===== src/rtl/id_exe_skid_buffer_pkg.sv =====
// Shared widths, payload layout and skid-state encoding for the ID->EXE elastic stage.
// The same state type is reused by the EXE->MEM and MEM->WB instances of pipe_skid_reg.
package id_exe_pkg;

    localparam int DATA_W  = 16;
    localparam int RADDR_W = 3;
    localparam int PC_W    = 6;
    localparam int LB_W    = 8;

    typedef struct packed {
        logic [PC_W-1:0]    bra_pc;
        logic [DATA_W-1:0]  reg1_val;
        logic [DATA_W-1:0]  reg2_val;
        logic [RADDR_W-1:0] rs;
        logic [RADDR_W-1:0] rt;
        logic [RADDR_W-1:0] rd;
        logic [LB_W-1:0]    lb_const;
        logic [DATA_W-1:0]  se_const;
    } id_exe_payload_t;

    localparam int PAYLOAD_W = $bits(id_exe_payload_t);

    typedef enum logic [1:0] {
        EMPTY = 2'd0,
        ONE   = 2'd1,
        FULL  = 2'd2
    } skid_state_e;

    function automatic logic [1:0] occ_of(skid_state_e s);
        case (s)
            ONE:     return 2'd1;
            FULL:    return 2'd2;
            default: return 2'd0;
        endcase
    endfunction

endpackage


===== src/rtl/id_exe_skid_buffer_if.sv =====
// Valid/ready handshake plus decoded-instruction payload between ID and EXE.
// slave = the buffer's view, master = the ID/EXE environment driving it.
interface id_exe_skid_buffer_if #(
    parameter int DATA_W  = 16,
    parameter int RADDR_W = 3,
    parameter int PC_W    = 6,
    parameter int LB_W    = 8
);
    logic               id_valid;
    logic               id_ready;
    logic [PC_W-1:0]    id_bra_pc;
    logic [DATA_W-1:0]  id_reg1_val;
    logic [DATA_W-1:0]  id_reg2_val;
    logic [RADDR_W-1:0] id_rs;
    logic [RADDR_W-1:0] id_rt;
    logic [RADDR_W-1:0] id_rd;
    logic [LB_W-1:0]    id_lb_const;
    logic [DATA_W-1:0]  id_se_const;

    logic               exe_valid;
    logic               exe_ready;
    logic [PC_W-1:0]    exe_bra_pc;
    logic [DATA_W-1:0]  exe_reg1_val;
    logic [DATA_W-1:0]  exe_reg2_val;
    logic [RADDR_W-1:0] exe_rs;
    logic [RADDR_W-1:0] exe_rt;
    logic [RADDR_W-1:0] exe_rd;
    logic [LB_W-1:0]    exe_lb_const;
    logic [DATA_W-1:0]  exe_se_const;

    modport slave (
        input  id_valid, id_bra_pc, id_reg1_val, id_reg2_val, id_rs, id_rt, id_rd,
               id_lb_const, id_se_const, exe_ready,
        output id_ready, exe_valid, exe_bra_pc, exe_reg1_val, exe_reg2_val, exe_rs,
               exe_rt, exe_rd, exe_lb_const, exe_se_const
    );

    modport master (
        output id_valid, id_bra_pc, id_reg1_val, id_reg2_val, id_rs, id_rt, id_rd,
               id_lb_const, id_se_const, exe_ready,
        input  id_ready, exe_valid, exe_bra_pc, exe_reg1_val, exe_reg2_val, exe_rs,
               exe_rt, exe_rd, exe_lb_const, exe_se_const
    );

endinterface


===== src/rtl/id_exe_skid_buffer_pipe_skid_reg.sv =====
// Generic 2-entry skid register: main entry feeds the output, skid entry absorbs one
// beat of back-pressure so in_ready_o depends on registered state only.
//
// state | meaning
// EMPTY | nothing held, output reads all zeros
// ONE   | main entry valid
// FULL  | main and skid entries valid, input stalled
module pipe_skid_reg
    import id_exe_pkg::*;
#(
    parameter int W = PAYLOAD_W
) (
    input  logic         clock,
    input  logic         reset,
    input  logic         flush_i,
    input  logic         in_valid_i,
    output logic         in_ready_o,
    input  logic [W-1:0] in_data_i,
    output logic         out_valid_o,
    input  logic         out_ready_i,
    output logic [W-1:0] out_data_o,
    output logic [1:0]   occupancy_o
);

    skid_state_e  state_q;
    logic [W-1:0] main_q;
    logic [W-1:0] skid_q;
    logic         accept;
    logic         drain;

    assign in_ready_o  = (state_q != FULL);
    assign out_valid_o = (state_q != EMPTY);
    assign out_data_o  = main_q;
    assign occupancy_o = occ_of(state_q);

    assign accept = in_valid_i & in_ready_o;
    assign drain  = out_valid_o & out_ready_i;

    // Main is zeroed whenever it empties so the consumer sees NOP fields on bubbles.
    always_ff @(posedge clock) begin
        if (reset || flush_i) begin
            state_q <= EMPTY;
            main_q  <= '0;
            skid_q  <= '0;
        end else begin
            case (state_q)
                EMPTY: begin
                    if (accept) begin
                        main_q  <= in_data_i;
                        state_q <= ONE;
                    end
                end
                ONE: begin
                    if (accept && drain) begin
                        main_q <= in_data_i;
                    end else if (accept) begin
                        skid_q  <= in_data_i;
                        state_q <= FULL;
                    end else if (drain) begin
                        main_q  <= '0;
                        state_q <= EMPTY;
                    end
                end
                FULL: begin
                    if (drain) begin
                        main_q  <= skid_q;
                        skid_q  <= '0;
                        state_q <= ONE;
                    end
                end
                default: begin
                    state_q <= EMPTY;
                    main_q  <= '0;
                    skid_q  <= '0;
                end
            endcase
        end
    end

endmodule


===== src/rtl/id_exe_skid_buffer.sv =====
// Elastic ID->EXE pipeline register: packs the decoded-instruction fields into one
// payload word and hands it to pipe_skid_reg, with flush squashing wrong-path work.
module id_exe_skid_buffer
    import id_exe_pkg::*;
#(
    parameter int DATA_W  = id_exe_pkg::DATA_W,
    parameter int RADDR_W = id_exe_pkg::RADDR_W,
    parameter int PC_W    = id_exe_pkg::PC_W,
    parameter int LB_W    = id_exe_pkg::LB_W
) (
    input  logic                 clock,
    input  logic                 reset,
    input  logic                 flush,
    id_exe_skid_buffer_if.slave  bus,
    output logic [1:0]           occupancy
);

    // Local layout follows the module parameters so non-default widths still pack exactly.
    typedef struct packed {
        logic [PC_W-1:0]    bra_pc;
        logic [DATA_W-1:0]  reg1_val;
        logic [DATA_W-1:0]  reg2_val;
        logic [RADDR_W-1:0] rs;
        logic [RADDR_W-1:0] rt;
        logic [RADDR_W-1:0] rd;
        logic [LB_W-1:0]    lb_const;
        logic [DATA_W-1:0]  se_const;
    } payload_t;

    localparam int PW = $bits(payload_t);

    payload_t in_pl;
    payload_t out_pl;

    assign in_pl.bra_pc   = bus.id_bra_pc;
    assign in_pl.reg1_val = bus.id_reg1_val;
    assign in_pl.reg2_val = bus.id_reg2_val;
    assign in_pl.rs       = bus.id_rs;
    assign in_pl.rt       = bus.id_rt;
    assign in_pl.rd       = bus.id_rd;
    assign in_pl.lb_const = bus.id_lb_const;
    assign in_pl.se_const = bus.id_se_const;

    pipe_skid_reg #(
        .W (PW)
    ) u_skid (
        .clock       (clock),
        .reset       (reset),
        .flush_i     (flush),
        .in_valid_i  (bus.id_valid),
        .in_ready_o  (bus.id_ready),
        .in_data_i   (in_pl),
        .out_valid_o (bus.exe_valid),
        .out_ready_i (bus.exe_ready),
        .out_data_o  (out_pl),
        .occupancy_o (occupancy)
    );

    assign bus.exe_bra_pc   = out_pl.bra_pc;
    assign bus.exe_reg1_val = out_pl.reg1_val;
    assign bus.exe_reg2_val = out_pl.reg2_val;
    assign bus.exe_rs       = out_pl.rs;
    assign bus.exe_rt       = out_pl.rt;
    assign bus.exe_rd       = out_pl.rd;
    assign bus.exe_lb_const = out_pl.lb_const;
    assign bus.exe_se_const = out_pl.se_const;

endmodule


===== src/flat_wrapper.sv =====
// flat-port wrapper written by rule: the top's interface ports become plain ports
module id_exe_skid_buffer_flat import id_exe_pkg::*;
#(
    parameter int DATA_W  = id_exe_pkg::DATA_W,
    parameter int RADDR_W = id_exe_pkg::RADDR_W,
    parameter int PC_W    = id_exe_pkg::PC_W,
    parameter int LB_W    = id_exe_pkg::LB_W
)
  (clock, reset, flush, occupancy, bus_id_valid, bus_id_bra_pc, bus_id_reg1_val, bus_id_reg2_val, bus_id_rs, bus_id_rt, bus_id_rd, bus_id_lb_const, bus_id_se_const, bus_exe_ready, bus_id_ready, bus_exe_valid, bus_exe_bra_pc, bus_exe_reg1_val, bus_exe_reg2_val, bus_exe_rs, bus_exe_rt, bus_exe_rd, bus_exe_lb_const, bus_exe_se_const);
  id_exe_skid_buffer_if #(.DATA_W(DATA_W), .RADDR_W(RADDR_W), .PC_W(PC_W), .LB_W(LB_W)) bus_i ();
  input  logic clock;
  input  logic reset;
  input  logic flush;
  output logic [1:0] occupancy;
  input wire logic [$bits(bus_i.id_valid)-1:0] bus_id_valid;
  input wire logic [$bits(bus_i.id_bra_pc)-1:0] bus_id_bra_pc;
  input wire logic [$bits(bus_i.id_reg1_val)-1:0] bus_id_reg1_val;
  input wire logic [$bits(bus_i.id_reg2_val)-1:0] bus_id_reg2_val;
  input wire logic [$bits(bus_i.id_rs)-1:0] bus_id_rs;
  input wire logic [$bits(bus_i.id_rt)-1:0] bus_id_rt;
  input wire logic [$bits(bus_i.id_rd)-1:0] bus_id_rd;
  input wire logic [$bits(bus_i.id_lb_const)-1:0] bus_id_lb_const;
  input wire logic [$bits(bus_i.id_se_const)-1:0] bus_id_se_const;
  input wire logic [$bits(bus_i.exe_ready)-1:0] bus_exe_ready;
  output wire logic [$bits(bus_i.id_ready)-1:0] bus_id_ready;
  output wire logic [$bits(bus_i.exe_valid)-1:0] bus_exe_valid;
  output wire logic [$bits(bus_i.exe_bra_pc)-1:0] bus_exe_bra_pc;
  output wire logic [$bits(bus_i.exe_reg1_val)-1:0] bus_exe_reg1_val;
  output wire logic [$bits(bus_i.exe_reg2_val)-1:0] bus_exe_reg2_val;
  output wire logic [$bits(bus_i.exe_rs)-1:0] bus_exe_rs;
  output wire logic [$bits(bus_i.exe_rt)-1:0] bus_exe_rt;
  output wire logic [$bits(bus_i.exe_rd)-1:0] bus_exe_rd;
  output wire logic [$bits(bus_i.exe_lb_const)-1:0] bus_exe_lb_const;
  output wire logic [$bits(bus_i.exe_se_const)-1:0] bus_exe_se_const;
  assign bus_i.id_valid = bus_id_valid;
  assign bus_i.id_bra_pc = bus_id_bra_pc;
  assign bus_i.id_reg1_val = bus_id_reg1_val;
  assign bus_i.id_reg2_val = bus_id_reg2_val;
  assign bus_i.id_rs = bus_id_rs;
  assign bus_i.id_rt = bus_id_rt;
  assign bus_i.id_rd = bus_id_rd;
  assign bus_i.id_lb_const = bus_id_lb_const;
  assign bus_i.id_se_const = bus_id_se_const;
  assign bus_i.exe_ready = bus_exe_ready;
  assign bus_id_ready = bus_i.id_ready;
  assign bus_exe_valid = bus_i.exe_valid;
  assign bus_exe_bra_pc = bus_i.exe_bra_pc;
  assign bus_exe_reg1_val = bus_i.exe_reg1_val;
  assign bus_exe_reg2_val = bus_i.exe_reg2_val;
  assign bus_exe_rs = bus_i.exe_rs;
  assign bus_exe_rt = bus_i.exe_rt;
  assign bus_exe_rd = bus_i.exe_rd;
  assign bus_exe_lb_const = bus_i.exe_lb_const;
  assign bus_exe_se_const = bus_i.exe_se_const;
  id_exe_skid_buffer #(.DATA_W(DATA_W), .RADDR_W(RADDR_W), .PC_W(PC_W), .LB_W(LB_W)) u_core (.clock(clock), .reset(reset), .flush(flush), .bus(bus_i), .occupancy(occupancy));
endmodule

===== config.mk =====
export PLATFORM = sky130hd
export DESIGN_NAME = id_exe_skid_buffer_flat
export DESIGN_NICKNAME = d
export VERILOG_FILES = /design/src/rtl/id_exe_skid_buffer_pkg.sv /design/src/rtl/id_exe_skid_buffer_if.sv /design/src/rtl/id_exe_skid_buffer_pipe_skid_reg.sv /design/src/rtl/id_exe_skid_buffer.sv /design/src/flat_wrapper.sv
export SDC_FILE = /design/constraint.sdc
export NUM_CORES = 1
export LEC_CHECK = 0
export BUFFER_PORTS_ARGS = -buffer_cell sky130_fd_sc_hd__buf_4
export CAP_MARGIN = 20
export CORE_ASPECT_RATIO = 0.6
export CORE_MARGIN = 2
export CORE_UTILIZATION = 35
export CTS_CLUSTER_DIAMETER = 50
export DETAILED_ROUTE_END_ITERATION = 12
export SLEW_MARGIN = 20
export SYNTH_ARGS = -nofsm -noshare
export SYNTH_HDL_FRONTEND = slang
export SYNTH_SLANG_ARGS = --single-unit

===== constraint.sdc =====
create_clock -name clock -period 3.66 [get_ports clock]
set_input_delay 0.183 -clock clock [delete_from_list [all_inputs] [get_ports clock]]
set_output_delay 0.183 -clock clock [all_outputs]
set_load 0.005 [all_outputs]

==> flow_summary.ini <==
[clock_tree]
ctsHtreeMaxLevel = 4
cts.sinks = 144
cts_inserted_buffers = 17
cts_resized = 0
cts_root_buf = clkbuf_16
cts_tree = built
cts_buffer_depth = 2
insertion_delay_ns = 0.42
clk_pin_slew_ns = 0.06

[yosys]
yosys_warnings = 0
synthCells = 740
synthTopCellsByArea = dfxtp_1 46%, nand2_1 13%, a221o_1 11%
synth_top_area_cell = dfxtp_1
synth_top_area_share = 0.459
synth_seq_cells = 144
synth_area_per_cell_sq_um = 8.49
synth.cell_area_sq_um = 6280
ys_types = 26
syn-num-nets = 816
yosysSeqAreaShare = 0.459

[power]
power_density_nw_per_um2 = 433
internal_power_mw = 2.80
ir_drop_mv = 0.330
p_switching_mw = 0.876
seqPwrFrac = 0.443
swShare = 0.239
p_clk_frac = 0.462
pwr-share-comb = 0.095
p_leak_nw = 2.95
p_total_mw = 3.67

[global_route]
antenna_found_initial = 1
grt_usage = 0.204
grt_max_degree = 80
grt_pass1_wl_microns = 31000
overflow = 0
grt_pass1_vias = 5693

[route]
dr.pass1.iters = 5
routed-via-count = 6131
via_per_inst = 5.40
first_iter_violations = 655
antenna_left = 0
finalWirelength_microns = 19300
wl_per_cell_microns = 17.0
remaining_drc_errors = 0

[die]
ios = 151
rows = 37
core_sq_um = 17400
die_h_microns = 108
start_util = 0.362
dieArea_sq_um = 19100
die_w_microns = 177

[layout]
num-nets-final = 965
final_area_sq_um = 8480
instances_no_fill = 1135
layout_common_cells = 213 x nand2_1, 160 x buf_4, 143 x dfxtp_1
final_common_cell = nand2_1
layout-drive-gt1-share = 0.226
fillers = 1699
area_growth_pct = 35.0

[timing]
worstMarginPinSlew_ns = 0.887
max_clock_freq_mhz = 418
setup_tns_ns = 0
setup_violations = 0
hold_violations = 0
fin_crit_sh = 0.653
slew_headroom = 0.408
post-route-min-period_ns = 2.39
rsz0062_at_grt = no
slew_viol_final = 0
finalClockSkew_ns = 0.00835

[worst_setup_path]
cp_max_fo = 73
required_ns = 3.48
cp.arrival_ns = 2.21
critPathLaunchType = flip-flop
crit_type = reg -> out
endpoint_kind = output pin

[placed_design]
port_buffers = 150
hpwl_microns = 11200
placedCellCount = 1057
routabilityCongestion = 0.734
dpl_cell_area_sq_um = 7440

[flow_run]
cap_violations = 0

[worst_hold_path]
hp-class = in -> reg

[status]
status = complete, no violations
==> path summary, 6_finish.rpt <==
check / startpoint / to / slack (ns) / cells past startpoint
hold / removal: bus_id_rs[0] / u_core.u_skid.out_data_o[30] / 0.008 / 2
setup / recovery: u_core.u_skid.state_q[0] / occupancy[1] / 1.27 / 4
setup reg to reg: u_core.u_skid.state_q[1] / u_core.u_skid.out_data_o[62] / 1.41 / 5
hold reg to reg: u_core.u_skid.out_data_o[27] / u_core.u_skid.out_data_o[27] / 0.49 / 1
==> routing by layer <==
metal | global-route usage | vias to the layer above | wire length [microns]
met4 | 0.0626 | 0 | 163
met1 | 0.310 | 2900 | 9750
met5 | 0 | - | 0
met2 | 0.285 | 223 | 7940
li1 | - | 2992 | -
met3 | 0.0403 | 16 | 1410
==> per-stage QoR <==
step / utilization / hold slack [ns] / setup WS, ns
after CTS: 0.488 / 0.00162 / 1.22
final: 0.488 / 0.00806 / 1.27
after detailed placement: 0.428 / 0.423 / 1.30
after global placement: 0.428 / 0.420 / 1.32
after floorplan: - / 0.322 / 2.28
after global routing: 0.488 / 0.00469 / 1.09
==> state kept, by name (all words and copies together), names as in the netlist <==
signal	count
u_core.u_skid.out_data_o	71
u_core.u_skid.skid_q	71
u_core.u_skid.state_q	2
==> critical path: stages (launching register included) <==
cell	delay, ns
dfxtp_1	0.53
nand2b_2	0.23
buf_4	0.67
inv_1	0.18
buf_4	0.19
==> power groups by stage <==
stage / registers, mW / logic (mW) / clock network, mW
4_1_cts: 1.63 / 0.350 / 1.72
2_1_floorplan: 1.66 / 0.149 / 0
3_3_place_gp: 1.66 / 0.307 / 0
5_1_grt: 1.63 / 0.377 / 1.80
3_5_place_dp: 1.66 / 0.308 / 0
6_report: 1.63 / 0.350 / 1.70
==> area by class of cell <==
class                      count  area [sq um]  area share
inverter                       1          3.75    0.000443
antenna                        1          2.50    0.000295
multi-input combinational    516          3020       0.356
clock inverter                11           116      0.0137
tap                          234           293      0.0345
timing repair buffer         209          1710       0.202
sequential                   144          2880       0.340
clock buffer                  19           453      0.0534
==> Yosys cell counts <==
| master | n |
|---|---|
| o32ai_1 | 1 |
| dfxtp_1 | 144 |
| nor3b_1 | 1 |
| or2_1 | 1 |
| and4bb_2 | 1 |
| a221o_1 | 71 |
| buf_6 | 8 |
| clkbuf_1 | 47 |
| or3_1 | 1 |
| a31oi_1 | 71 |
| mux2i_1 | 1 |
| buf_2 | 14 |
| nor3_1 | 71 |
| or3_4 | 1 |
| nand2_1 | 213 |
| nand3b_1 | 71 |
| buf_4 | 7 |
| nand2b_1 | 2 |
| nor2b_1 | 3 |
| o22ai_4 | 1 |
| buf_1 | 3 |
| or2_2 | 1 |
| nor2_1 | 2 |
| inv_1 | 1 |
| mux2_4 | 1 |
| a21oi_1 | 2 |
==> timing repair <==
item | 4_1_cts | 5_1_grt
hold buffers | 47 | 0
hold endpoints to repair | 47 | 0
setup buffers | 0 | 0
==> cells by family after synthesis <==
| kind of cell | after synthesis | synth area share |
|---|---|---|
| AOI/OAI and AO/OA | 146 | 0.190 |
| buffers and inverters | 80 | 0.0643 |
| DFF | 144 | 0.459 |
| muxes | 2 | 0.00398 |
| and+or+nand+nor | 368 | 0.283 |
Note: power is estimated with default switching activity, not from simulation.
